--- src/rtl/freq_cfg_ctrl.sv ---
// rtl/freq_cfg_ctrl.sv - UART byte-frame parser that commits DDS frequency words
//
// Purpose: parses frames of the form
//   A5, addr, lo, hi [, csum]
// and commits {hi,lo} to freq0 (addr=00) or freq1 (addr=01).
// An inter-byte timeout aborts stalled frames.
//
// Build option: FREQ_CFG_CHECKSUM_EN
//   When defined, a trailing checksum byte (addr^lo^hi) is required.
//
// Ports:
//   clk, rst            clock; asynchronous active-high reset
//   rx_valid, rx_data   one-cycle strobe and received UART byte
//   freq0, freq1        committed frequency words
//   update, upd_ch      commit pulse; channel of the last commit
//   err, err_code       abort pulse; cause of the last abort
//                       (01 address, 10 checksum, 11 timeout)
//   busy                frame in progress
module freq_cfg_ctrl #(
    parameter int          TIMEOUT_CYCLES = 52100,
    parameter logic [15:0] FREQ0_RST      = 16'h0000,
    parameter logic [15:0] FREQ1_RST      = 16'h0000
) (
    input  logic        clk,
    input  logic        rst,
    input  logic        rx_valid,
    input  logic [7:0]  rx_data,
    output logic [15:0] freq0,
    output logic [15:0] freq1,
    output logic        update,
    output logic        upd_ch,
    output logic        err,
    output logic [1:0]  err_code,
    output logic        busy
);

    localparam int             CW       = $clog2(TIMEOUT_CYCLES) + 1;
    localparam logic [CW-1:0]  CNT_LAST = CW'(TIMEOUT_CYCLES - 1);

    typedef enum logic [2:0] {
        S_IDLE,
        S_ADDR,
        S_LO,
        S_HI
`ifdef FREQ_CFG_CHECKSUM_EN
        ,
        S_CSUM
`endif
    } state_t;

    state_t        state_q, state_d;
    logic [CW-1:0] cnt_q, cnt_d;
    logic          ch_q, ch_d;
    logic [7:0]    lo_q, lo_d;
    logic [7:0]    hi_q, hi_d;
    logic [15:0]   freq0_q, freq0_d;
    logic [15:0]   freq1_q, freq1_d;
    logic          update_q, update_d;
    logic          upd_ch_q, upd_ch_d;
    logic          err_q, err_d;
    logic [1:0]    err_code_q, err_code_d;
    logic          busy_q, busy_d;

    logic          commit;
    logic [15:0]   commit_word;
    logic [CW-1:0] cnt_inc;

    always_comb begin
        state_d     = state_q;
        ch_d        = ch_q;
        lo_d        = lo_q;
        hi_d        = hi_q;
        freq0_d     = freq0_q;
        freq1_d     = freq1_q;
        update_d    = 1'b0;
        upd_ch_d    = upd_ch_q;
        err_d       = 1'b0;
        err_code_d  = err_code_q;
        commit      = 1'b0;
        commit_word = {hi_q, lo_q};
        cnt_inc     = cnt_q + CW'(1);

        // Counter idles at zero and restarts on every accepted byte.
        if (state_q == S_IDLE || rx_valid) begin
            cnt_d = '0;
        end else begin
            cnt_d = cnt_inc;
        end

        case (state_q)
            S_IDLE: begin
                // Non-sync bytes are dropped silently while hunting.
                if (rx_valid && rx_data == 8'hA5) begin
                    state_d = S_ADDR;
                end
            end
            S_ADDR: begin
                if (rx_valid) begin
                    if (rx_data[7:1] == 7'd0) begin
                        ch_d    = rx_data[0];
                        state_d = S_LO;
                    end else begin
                        err_d      = 1'b1;
                        err_code_d = 2'b01;
                        state_d    = S_IDLE;
                    end
                end
            end
            S_LO: begin
                if (rx_valid) begin
                    lo_d    = rx_data;
                    state_d = S_HI;
                end
            end
            S_HI: begin
                if (rx_valid) begin
                    hi_d = rx_data;
`ifdef FREQ_CFG_CHECKSUM_EN
                    state_d = S_CSUM;
`else
                    commit      = 1'b1;
                    commit_word = {rx_data, lo_q};
`endif
                end
            end
`ifdef FREQ_CFG_CHECKSUM_EN
            S_CSUM: begin
                if (rx_valid) begin
                    // The address byte is known to be {7'b0, ch} here.
                    if (rx_data == ({7'd0, ch_q} ^ lo_q ^ hi_q)) begin
                        commit = 1'b1;
                    end else begin
                        err_d      = 1'b1;
                        err_code_d = 2'b10;
                        state_d    = S_IDLE;
                    end
                end
            end
`endif
            default: begin
                state_d = S_IDLE;
            end
        endcase

        // Expiry is the idle cycle on which the counter would reach its
        // last value; a byte arriving in that cycle takes precedence.
        if (state_q != S_IDLE && !rx_valid && cnt_inc == CNT_LAST) begin
            err_d      = 1'b1;
            err_code_d = 2'b11;
            state_d    = S_IDLE;
            cnt_d      = '0;
        end

        if (commit) begin
            if (ch_q) begin
                freq1_d = commit_word;
            end else begin
                freq0_d = commit_word;
            end
            upd_ch_d = ch_q;
            update_d = 1'b1;
            state_d  = S_IDLE;
        end

        busy_d = (state_d != S_IDLE);
    end

    always_ff @(posedge clk or posedge rst) begin
        if (rst) begin
            state_q    <= S_IDLE;
            cnt_q      <= '0;
            ch_q       <= 1'b0;
            lo_q       <= 8'd0;
            hi_q       <= 8'd0;
            freq0_q    <= FREQ0_RST;
            freq1_q    <= FREQ1_RST;
            update_q   <= 1'b0;
            upd_ch_q   <= 1'b0;
            err_q      <= 1'b0;
            err_code_q <= 2'b00;
            busy_q     <= 1'b0;
        end else begin
            state_q    <= state_d;
            cnt_q      <= cnt_d;
            ch_q       <= ch_d;
            lo_q       <= lo_d;
            hi_q       <= hi_d;
            freq0_q    <= freq0_d;
            freq1_q    <= freq1_d;
            update_q   <= update_d;
            upd_ch_q   <= upd_ch_d;
            err_q      <= err_d;
            err_code_q <= err_code_d;
            busy_q     <= busy_d;
        end
    end

    assign freq0    = freq0_q;
    assign freq1    = freq1_q;
    assign update   = update_q;
    assign upd_ch   = upd_ch_q;
    assign err      = err_q;
    assign err_code = err_code_q;
    assign busy     = busy_q;

endmodule

--- config.mk ---
export PLATFORM = sky130hd
export DESIGN_NAME = freq_cfg_ctrl
export DESIGN_NICKNAME = d
export VERILOG_FILES = /design/src/rtl/freq_cfg_ctrl.sv
export SDC_FILE = /design/constraint.sdc
export NUM_CORES = 1
export LEC_CHECK = 0
export BUFFER_PORTS_ARGS = -buffer_cell sky130_fd_sc_hd__buf_2
export CAP_MARGIN = 10
export CORE_MARGIN = 2
export CORE_UTILIZATION = 55
export DETAILED_ROUTE_END_ITERATION = 10
export HOLD_SLACK_MARGIN = 0.12
export PLACE_DENSITY = 0.78
export SLEW_MARGIN = 30
export SYNTH_ARGS = -nofsm -noshare
export SYNTH_HDL_FRONTEND = slang
export SYNTH_SLANG_ARGS = --single-unit
--- constraint.sdc ---
create_clock -name clk -period 2.48 [get_ports clk]
set_clock_uncertainty 0.05 [all_clocks]
set_input_delay 0.248 -clock clk [delete_from_list [all_inputs] [get_ports clk]]
set_output_delay 0.248 -clock clk [all_outputs]
set_load 0.02 [all_outputs]
======== Yosys cells after proc, flatten, opt, wreduce, memory -nomap -nowiden ========
Index checks and enable logic that the tools add are counted.
storage, ports and cells
  register bits ........................... 75
  word-level logic and storage cells ...... 59
  bits of input ports ..................... 11
  output and inout bits ................... 38
cells by class
  reductions and logical operators ........ 17
  add/subtract/negate cells ............... 1
  bitwise operators ....................... 1
  muxes and demuxes ....................... 22
  equal/unequal tests ..................... 6
operators with widths
  kind                                             count
  two-way mux 17 bit                               2
  two-way mux 16 bit                               2
  adder 17 x 1 -> 17 bit, second input constant    1
  == test 17 x 16 -> 1 bit, second input constant  1
  two-way mux 3 bit                                5
  case mux 3 bit (4 select lines)                  1
  two-way mux 2 bit                                5
  == test 8 bit, second input constant             1
  AND reduction 2 bit                              4
  logical NOT 7 bit                                1
  two-way mux 1 bit                                7
  == test 3 x 2 -> 1 bit, second input constant    2
  AND reduction 3 bit                              2
  nonzero test 3 bit                               2
  nonzero test 2 bit                               2
  == test 3 x 1 -> 1 bit, second input constant    1
  logical AND 1 bit                                3
  logical NOT 3 bit                                1
  != test 2 x 1 -> 1 bit, second input constant    1
  logical NOT 1 bit                                1
  logical OR 1 bit                                 1
  inverter 1 bit                                   1

======== Longest topological paths before layout ========
Gate-level depths: netlist of run 1.
  word-level depth ........................ 7
  gate-level depth with buffers ........... 9
  gate-level depth less buffers ........... 7

======== Least setup slack after synthesis of run 1 ========
OpenSTA, ideal clock, no wires.
  kind .................................... reg2reg
  start point ............................. register cnt_q[0]
  end point ............................... register cnt_q[15]
  clock period less this slack ............ 2.272 ns
  slack ................................... 0.208 ns
  stages on the path, launching flop included .. 10
  arrival time ............................ 2.088 ns
  buffers on the path ..................... 2
  cell sequence ........................... dfrtp_1 -> ha_1 -> and3_1 -> clkbuf_1 -> xnor2_1 -> a41oi_1 -> nor4b_1 -> nor4b_4 -> buf_6 -> nor3_1
between the ends
  cells in the longest elaborated chain, start to end .. 4
  elaborated cells between the ends (all ways) .. 5
RTL lines
  element                     RTL line  RTL
  start, declared             52        logic [CW-1:0] cnt_q, cnt_d;
  start signal, assigned      184       cnt_q <= cnt_d;
  adder 17 x 1 -> 17 bit (*)  81        cnt_inc = cnt_q + CW'(1);
  == test 17 x 16 -> 1 bit    147       if (state_q != S_IDLE && !rx_valid && cnt_inc == CNT_LAST) begin
  logical AND 1 bit           147
  two-way mux 17 bit (*)      147
  via cnt_d[15]               52
The timed path passes the listed nets; every way through them passes the cells marked *.
A chain may end at the register's enable or synchronous reset.

======== Final worst setup path of run 1 ========
  start point ............................. register cnt_q[1]
  end point ............................... register cnt_q[7]
Same word-level chain as after synthesis.

==> results of run 1 <==
kinds of logic (layout without fill, tap and decap cells):
group / count (synthesis) / count (layout) / share of synthesized area [%]
multiplexers: 41 / 41 / 15.7
other: 1 / 1 / 0.127
adder cells (fa/ha/maj): 2 / 2 / 0.851
AO/OA/AOI/OAI: 13 / 13 / 3.19
buffers and inverters: 16 / 80 / 2.38
XOR/XNOR: 17 / 17 / 5.06
flip-flops: 67 / 67 / 57.0
AND/OR/NAND/NOR: 83 / 83 / 15.7
timing repair:
| action | CTS | global route |
|---|---|---|
| gates resized for setup | 0 | 3 |
| hold buffers | 1 | 0 |
| setup endpoints to repair | 0 | 9 |
| hold endpoints to repair | 31 | 0 |
power by group:
group / switching (mW) / internal, mW
Sequential: 0.00771 / 1.10
Combinational: 0.0495 / 0.0220
Clock: 0.394 / 0.563
layer usage:
layer  GRT usage (%)  wire, microns  part of all wire, %
met3            4.59            208                  3.7
met2            31.6           2740                   48
met1            29.0           2610                   46
met5               0              0                    0
met4            10.9            112                  2.0
metrics by stage:
step                      setup WS [ps]  hold slack, ps  instance area [sq um]
after floorplan                     208             348                   2940
after global placement              231             324                   3290
after detailed placement            141             326                   3290
after CTS                           123             136                   3510
after global routing               14.2             140                   3520
final                               161             145                   3520
cell usage in the layout, fill, tap and decap left out, types with 3 or more instances in the layout:
cell type	instances
buf_2	48
buf_4	9
clkbuf_8	9
dfrtp_1	66
inv_1	5
mux2_2	41
nand2_1	16
nand3_1	4
nand4_1	6
nor2_1	23
nor3_1	11
nor3b_1	3
nor4_1	3
xnor2_1	11
xor2_1	6
area by class of cell:
| type | instances | area, sq um | share of cell area [%] |
|---|---|---|---|
| Clock buffer | 11 | 131 | 3.74 |
| Tap cell | 70 | 87.6 | 2.49 |
| Clock inverter | 5 | 77.6 | 2.21 |
| Sequential cell | 67 | 1680 | 47.7 |
| Inverter | 6 | 22.5 | 0.640 |
| Timing Repair Buffer | 58 | 318 | 9.04 |
| Multi-Input combinational cell | 157 | 1200 | 34.2 |
flip-flops by register name, summed over array words and instances, names as in the netlist, 2 cells and up:
signal / flops
cnt_q: 17
freq0: 16
freq1: 16
lo_q: 8
state_q: 3
err_code: 2
worst paths after layout:
check	to	cells after the start
setup / recovery	cnt_q[7]	8
hold / removal	freq0[12]	2
setup reg to reg	cnt_q[7]	8
hold reg to reg	err_code[0]	1
max in group asynchronous	cnt_q[0]	4
min in group asynchronous	freq0[7]	3
==> run_results.csv, run 1 <==
group,metric,value,unit
status,outcome,"completed",
final_layout,syn2layout_area_growth,19.6,%
detailed_routing,drc,0,
pwr,p_leak,1.79,nW
worst_setup_path,slowest_delay,430,ps
pwr,pwr_density_cell,608,nW/um^2
yosys,synthCells,240,
clocking,h-tree-depth,3,
final_layout,fill_cells,397,
final_layout,nNetsFinal,312,
placement,dp.final_hpwl,3970,microns
worst_setup_path,crit_path_top_delay_cell,"dfrtp_1",
clocking,root_buffer,"clkbuf_8",
clocking,cts.sinks,67,
grt,grt_use_total,21.1,%
yosys,syn_nets,253,
final_layout,final_core_util,68.4,%
floorplan,die_w,77.1,microns
worst_setup_path,crit_family,"simple AND/OR/NAND/NOR gates",
yosys,synth_seq_cells,67,
grt,grt_pass1_vias,2017,
floorplan,initial_utilization,57.2,%
yosys,synth_area,2940,sq um
clocking,clkTransAtPathRegs,70,ps
grt,grt_pass1_wl,9680,microns
sta,setup_tns,0,ps
yosys,seq_area_frac_synth,57.0,%
yosys,synth_area_leaders,"dfrtp_1 57%, mux2_2 16%, xnor2_1 3.3%",
detailed_routing,postRouteAntennaNets,0,
detailed_routing,drt_wl_total,5670,microns
yosys,yosysUniqueCellTypes,40,
min_path,worstHoldStart,"rx_data[4]",
worst_setup_path,worstSetupPathType,"reg2reg",
placement,numPortBuffers,48,
clocking,worstSkewPairLatency,330,ps
floorplan,die_area,5950,sq um
sta,fin_crit_sh,93.5,%
detailed_routing,wl_per_cell,15.2,microns
worst_setup_path,rr_startpoint,"cnt_q[1]",
clocking,cts_buffer_depth,2,
final_layout,n_antenna_cell,0,
yosys,syn_area_per_cell,12.3,sq um
clocking,cts_tree,"yes",
yosys,async_flop_share,100,%
sta,max_freq,431,MHz
grt,antenna_found_initial,0,
worst_setup_path,timing.critical_path.from,"cnt_q[1]",
clocking,cts-buffers-inserted,9,
sta,setup_viol,0,
floorplan,core_area,5140,sq um
min_path,hold_class,"in2reg",
worst_setup_path,worstSetupStartpointType,"flop",
floorplan,fp-row-count,26,
yosys,synth_edf_count,0,
grt,grt_max_degree,34,
sta,rsz0062_at_grt,"no",
worst_setup_path,critPathRequiredTime,2650,ps
placement,gp_congestion,0.829,
flow_run,cap_viol_max_count,0,
sta,finalMaxSlewViolations,0,
placement,place_inst,357,
yosys,synth_common_cells,"67 x dfrtp_1, 41 x mux2_2, 23 x nor2_1",
worst_setup_path,path_cells,"ha_1 > nand4_1 > nor4_2 > xor2_1 > nor4b_1 > nor4b_4 > buf_4 > nor3_1",
clocking,post_cts_buffers,0,
worst_setup_path,critPathCaptureType,"flop",
pwr,ir_worst_vdd,0.451,mV
detailed_routing,avgViaCountPerCell,5.44,
pwr,p_total,2.14,mW
sta,slew_headroom,56.7,%
final_layout,instances_no_fill,374,
worst_setup_path,reg2reg_slack,160,ps
yosys,yosysMostFrequentCell,"dfrtp_1",
worst_setup_path,path_buf_inv,1,
detailed_routing,vias,2035,
detailed_routing,drt_iter0_markers,127,
worst_setup_path,worstPathArrival,2480,ps
floorplan,die_h,77.1,microns
sta,hold_viol,0,
yosys,yosysTopAreaCellShare,57.0,%
final_layout,drive_gt1_share,39.8,%
yosys,synth-warning-count,0,
grt,grt-ovfl-total,0,
worst_setup_path,path_max_fanout,10,
yosys,synth_flop_cell,"dfrtp_1",
detailed_routing,dr.pass1.iters,4,
yosys,synth_top_area_cell,"dfrtp_1",
floorplan,num_io_pins,49,
sta,worstMarginPinSlew,648,ps
sta,min_period,2320,ps
(Power assumes the default switching activity.)
==> inputs of run 2 (changes only) <==
--- a/config.mk
+++ b/config.mk
@@ -5,6 +5,7 @@
 export SDC_FILE = /design/constraint.sdc
 export NUM_CORES = 1
 export LEC_CHECK = 0
+export ABC_AREA = 1
 export BUFFER_PORTS_ARGS = -buffer_cell sky130_fd_sc_hd__buf_2
 export CAP_MARGIN = 10
 export CORE_MARGIN = 2
==> run 2 against run 1 <==
Effect of this change: first-iteration DRC count grew 130%; worst hold slack better by 29 ps; via count grew 17%; global-route usage up 0.75 points; synthesized cell count increased by 47%; combinational power increased by 6.3%; critical path depth increased by 2; clock-buffer cell count down 2; critical path type unchanged; critical endpoint is now busy.
==> run_results.csv, run 2 <==
group,metric,value,unit
final_layout,final_common_cell,"nand2_1",
yosys,synth_area_leaders,"dfrtp_1 57%, nand2_1 13%, o21ai_0 7.5%",
final_layout,largest_reg_flops,17,
yosys,synth_area,2930,sq um
yosys,yosysMostFrequentCell,"nand2_1",
pwr,p_leak,1.75,nW
clocking,cts.sinks,67,
final_layout,syn2layout_area_growth,17.7,%
worst_setup_path,timing.critical_path.from,"cnt_q[0]",
status,outcome,"completed",
yosys,synth_top_area_cell,"dfrtp_1",
worst_setup_path,r2r_cells,10,
final_layout,final_cell_mix,"98 x nand2_1, 67 x dfrtp_1, 48 x buf_2",
final_layout,final_core_util,67.4,%
flow_run,cap_viol_max_count,0,
yosys,synth_common_cells,"98 x nand2_1, 67 x dfrtp_1, 47 x inv_1",
detailed_routing,postRouteAntennaNets,0,
final_layout,register_area,1680,sq um
clocking,cts_tree,"yes",
sta,fin_crit_sh,80.6,%
floorplan,core_area,5110,sq um
final_layout,n_antenna_cell,0,
worst_setup_path,worstSetupStartpointType,"flop",
final_layout,drive_gt1_share,17.9,%
pwr,pwr_density_cell,598,nW/um^2
clocking,clkTransAtPathRegs,80,ps
placement,dp.final_hpwl,4140,microns
detailed_routing,wl_per_cell,12.4,microns
grt,grt-ovfl-total,0,
yosys,synth_seq_cells,67,
final_layout,top_register,"cnt_q",
sta,min_period,2000,ps
yosys,yosysTopAreaCellShare,57.3,%
sta,finalMaxSlewViolations,0,
worst_setup_path,worstSetupPathType,"reg2reg",
sta,max_freq,500,MHz
detailed_routing,drt_wl_total,5940,microns
floorplan,die_w,76.9,microns
floorplan,fp-row-count,26,
clocking,h-tree-depth,3,
clocking,worstSkewPairLatency,340,ps
floorplan,die_h,76.9,microns
floorplan,initial_utilization,57.3,%
sta,setup_tns,0,ps
sta,worstMarginPinSlew,690,ps
grt,grt_pass1_vias,2216,
placement,numPortBuffers,48,
yosys,seq_area_frac_synth,57.3,%
yosys,syn_area_per_cell,8.31,sq um
worst_setup_path,worstReg2RegEnd,"busy",
final_layout,multiInputGateArea,1030,sq um
yosys,async_flop_share,100,%
yosys,synth_edf_count,0,
sta,fin_hold_ws,175,ps
sta,hold_viol,0,
final_layout,nNetsFinal,417,
clocking,cts_buffer_depth,2,
grt,grt_max_degree,36,
worst_setup_path,path_max_fanout,6,
placement,place_inst,462,
clocking,cts_resized,0,
sta,slew_headroom,53.9,%
grt,grt_pass1_wl,10300,microns
sta,setup_viol,0,
floorplan,die_area,5920,sq um
grt,grt_use_total,21.8,%
yosys,synthCells,352,
placement,gp_congestion,0.898,
clocking,post_cts_buffers,0,
yosys,syn_nets,365,
worst_setup_path,critPathCaptureType,"flop",
yosys,synth_flop_cell,"dfrtp_1",
grt,antenna_found_initial,0,
yosys,synth-warning-count,0,
pwr,ir_worst_vdd,0.460,mV
yosys,yosysUniqueCellTypes,23,
clocking,cts-buffers-inserted,9,
final_layout,fill_cells,432,
final_layout,instances_no_fill,478,
detailed_routing,vias,2389,
sta,rsz0062_at_grt,"no",
detailed_routing,dr.pass1.iters,5,
worst_setup_path,reg2reg_slack,480,ps
floorplan,num_io_pins,49,
worst_setup_path,cp-endpoint,"busy",
detailed_routing,avgViaCountPerCell,5.00,
detailed_routing,drt_iter0_markers,286,
worst_setup_path,worstPathArrival,2170,ps
detailed_routing,drc,0,
worst_setup_path,critPathRequiredTime,2650,ps
worst_setup_path,rr_startpoint,"cnt_q[0]",
min_path,hold_class,"in2reg",
clocking,root_buffer,"clkbuf_8",
## run 2: changes by cell type after synthesis, sizes merged, moves of 9 or more
cell	change
inv	+41
mux2	-41
nand2	+84
nand3	+9
nor2	+18
o21ai	+42
xnor2	-11
## run 2: worst min path at each step
stage,from,cells past startpoint,endpoint,slack [ps]
after floorplan,rx_valid,2,update,350
after global placement,rst,2,update,340
after detailed placement,rst,2,freq1[5],340
after CTS,rx_data[1],3,lo_q[1],170
after global routing,rx_data[1],3,freq0[9],180
final,rx_data[1],3,freq0[9],170
## run 2: timing repair
item                       CTS  global route
hold buffers                 1             0
hold endpoints to repair    32             0
setup endpoints to repair    0             0
## run 2: final cells by class
type,instances,area share [%]
Clock buffer,9,3.60
Clock inverter,6,1.89
Inverter,47,5.13
Multi-Input combinational cell,227,29.8
Sequential cell,67,48.7
Tap cell,70,2.54
Timing Repair Buffer,52,8.29
## run 2: logic make-up after synthesis
kind of cell / Yosys count / synth area share, %
buffers and inverters: 58 / 7.57
AOI/OAI and AO/OA: 53 / 9.28
and+or+nand+nor: 168 / 24.0
xor gates and xnor gates: 3 / 0.898
other: 1 / 0.128
DFF: 67 / 57.3
adders and majority gates: 2 / 0.855
## run 2: critical path: stages (launching register included)
cell and delay, ps:
dfrtp_1 390, ha_1 220, nand3_1 130, o21ai_0 290
nand2_1 100, nor2_1 110, nand2_1 60, nor2_1 130
nand3_2 190, nand3_1 150, nand2_1 60
## run 2: layer usage
layer / up-vias / track usage, % / part of all wire [%]
li1: 1202 / - / -
met1: 1116 / 31.4 / 49
met2: 58 / 32.6 / 45
met3: 13 / 5.06 / 4.8
met4: 0 / 8.00 / 1.9
met5: - / 0 / 0
## run 2: metrics by stage
| step | setup slack (ps) | area [sq um] | power (mW) |
|---|---|---|---|
| 2_1_floorplan | 499 | 2930 | 1.17 |
| 6_report | 481 | 3440 | 2.06 |
| 3_3_place_gp | 641 | 3240 | 1.20 |
| 4_1_cts | 499 | 3440 | 2.07 |
| 3_5_place_dp | 548 | 3240 | 1.20 |
| 5_1_grt | 331 | 3440 | 2.14 |
## run 2: power breakdown
group          leakage (nW)  internal, mW  switching (mW)
clock                0.0955         0.460           0.418
sequential            0.927          1.10         0.00554
combinational         0.724        0.0213          0.0548
==> inputs of run 3 (changes only) <==
--- a/config.mk
+++ b/config.mk
@@ -9,10 +9,10 @@
 export BUFFER_PORTS_ARGS = -buffer_cell sky130_fd_sc_hd__buf_2
 export CAP_MARGIN = 10
 export CORE_MARGIN = 2
-export CORE_UTILIZATION = 55
+export CORE_UTILIZATION = 50
 export DETAILED_ROUTE_END_ITERATION = 10
 export HOLD_SLACK_MARGIN = 0.12
-export PLACE_DENSITY = 0.78
+export PLACE_DENSITY = 0.75
 export SLEW_MARGIN = 30
 export SYNTH_ARGS = -nofsm -noshare
 export SYNTH_HDL_FRONTEND = slang
==> constraint.sdc (replaced) <==
create_clock -name clk -period 1.81 [get_ports clk]
set_clock_uncertainty 0.05 [all_clocks]
set_input_delay 0.181 -clock clk [delete_from_list [all_inputs] [get_ports clk]]
set_output_delay 0.181 -clock clk [all_outputs]
set_load 0.02 [all_outputs]
==> run 3 against run 2 <==
Effect of this change: the run now ends with negative setup slack left; die area is 9.5% higher; via count is 5.4% higher; clock-buffer cell count is 2 higher; cell count is 3.6% higher; sequential share of layout area is 4.4 points lower; sequential power is 37% higher; routed wire length is 13% higher.
==> run_results.csv, run 3 (same netlist as run 2, synthesis figures left out) <==
group,metric,value,unit
status,outcome,"finished with violations",
status,failed_checks,"negative setup slack",
floorplan,die_w,80.5,microns
pwr,pwr_density_cell,746,nW/um^2
placement,gp_congestion,0.863,
final_layout,nNetsFinal,431,
grt,grt_pass1_vias,2323,
placement,numPortBuffers,48,
flow_run,cap_viol_max_count,0,
detailed_routing,drc,0,
detailed_routing,wl_per_cell,13.6,microns
clocking,h-tree-depth,3,
grt,grt_pass1_wl,10400,microns
sta,slew_headroom,56.7,%
clocking,cts_tree,"yes",
clocking,root_buffer,"clkbuf_8",
sta,fin_crit_sh,106,%
sta,rsz0062_at_grt,"yes",
floorplan,die_area,6480,sq um
sta,max_freq,521,MHz
final_layout,top_register,"cnt_q",
sta,min_period,1920,ps
clocking,clkTransAtPathRegs,80,ps
pwr,p_total,2.82,mW
min_path,hold_class,"in2reg",
pwr,ir_worst_vdd,0.577,mV
grt,antenna_found_initial,0,
floorplan,core_area,5570,sq um
final_layout,syn2layout_area_growth,29.5,%
final_layout,largest_reg_flops,17,
worst_setup_path,reg2reg_slack,-110,ps
floorplan,die_h,80.5,microns
detailed_routing,vias,2517,
clocking,cts_buffer_depth,2,
placement,dp.final_hpwl,4290,microns
floorplan,num_io_pins,49,
floorplan,fp-row-count,27,
final_layout,final_cell_mix,"80 x nand2_1, 66 x dfrtp_1, 48 x buf_2",
clocking,worstSkewPairLatency,350,ps
floorplan,initial_utilization,52.5,%
sta,hold_viol,0,
worst_setup_path,critPathCaptureType,"flop",
worst_setup_path,worstPathArrival,2100,ps
grt,grt_use_total,21.4,%
worst_setup_path,worstSetupPathType,"reg2reg",
sta,setup_viol,14,
grt,grt-ovfl-total,0,
final_layout,n_antenna_cell,0,
sta,worst_slack,-109,ps
detailed_routing,drt_iter0_markers,235,
detailed_routing,postRouteAntennaNets,0,
sta,worstMarginPinSlew,643,ps
worst_setup_path,path_max_fanout,8,
grt,grt_max_degree,68,
sta,finalMaxSlewViolations,0,
clocking,cts.sinks,67,
worst_setup_path,critPathRequiredTime,1990,ps
clocking,cts-buffers-inserted,9,
final_layout,drive_gt1_share,29.1,%
detailed_routing,dr.pass1.iters,4,
detailed_routing,drt_wl_total,6720,microns
worst_setup_path,worstSetupStartpointType,"flop",
final_layout,final_core_util,67.9,%
pwr,p_leak,1.88,nW
final_layout,final_common_cell,"nand2_1",
detailed_routing,avgViaCountPerCell,5.08,
[run 3: changes by cell type in the layout (fill, tap and decap cells not counted), sizes merged]
cell         before  now
dlygate4sd3       1    6
clkinvlp          1    2
bufinv            1    0
buf              51   60
inv              48   47
clkbuf            9   11
[run 3: through the flow]
stage | setup WS [ps] | cell area [sq um] | cells | setup TNS [ps] | hold slack [ps]
3_3_place_gp | 30.9 | 3300 | 469 | 0 | 251
2_1_floorplan | 97.5 | 2930 | 352 | 0 | 281
3_5_place_dp | -40.6 | 3300 | 469 | -318 | 258
4_1_cts | -9.27 | 3570 | 493 | -10.7 | 122
5_1_grt | -166 | 3790 | 495 | -1900 | 150
6_report | -109 | 3790 | 495 | -1090 | 127
[run 3: report_power, final]
group	leakage (nW)	total (mW)	internal, mW	switching [mW]
Clock	0.0957	1.17	0.574	0.601
Combinational	0.862	0.134	0.0469	0.0869
Sequential	0.926	1.52	1.51	0.00910
[run 3: layer usage]
layer | vias up | track usage (%) | wire length [microns] | part of all wire (%)
met3 | 16 | 4.61 | 390 | 5.8
met2 | 78 | 33.0 | 3200 | 48
met1 | 1193 | 28.5 | 2970 | 44
li1 | 1230 | - | - | -
met5 | - | 0 | 0 | 0
met4 | 0 | 11.0 | 163 | 2.4
[run 3: worst paths after layout]
check | startpoint | endpoint | depth (start not counted)
setup / recovery | cnt_q[0] | cnt_q[11] | 10
hold / removal | rx_data[7] | freq1[15] | 3
setup reg to reg | cnt_q[0] | cnt_q[11] | 10
hold reg to reg | freq1[9] | freq1[9] | 2
max in group asynchronous | rst | cnt_q[2] | 4
min in group asynchronous | rst | freq1[4] | 4
[run 3: critical path, cell delays in order, from the launching register on]
cell and delay (ps):
dfrtp_1 440, ha_4 190, nand3_2 130, o21ai_2 220, nand2_1 120, nor2_2 130
nand2_2 70, nor2_4 130, nand3_4 120, nand2_4 140, nor2_1 50
[run 3: repair_timing]
| action | 4_1_cts | 5_1_grt |
|---|---|---|
| setup buffers | 2 | 2 |
| gates resized for setup | 3 | 60 |
| pin swaps | 4 | 21 |
| hold buffers | 6 | 0 |
| endpoints found under the setup margin | 14 | 20 |
| endpoints found under the hold margin | 83 | 0 |
[run 3: cell type report]
| type | instances | area [sq um] |
|---|---|---|
| repair buffers | 66 | 427 |
| clock buffers | 11 | 151 |
| well taps | 72 | 90.1 |
| fillers | 422 | 1790 |
| multi-input cells | 227 | 1230 |
| flip-flops and latches | 67 | 1680 |
| inverters | 47 | 180 |
| clock inverters | 5 | 35.0 |
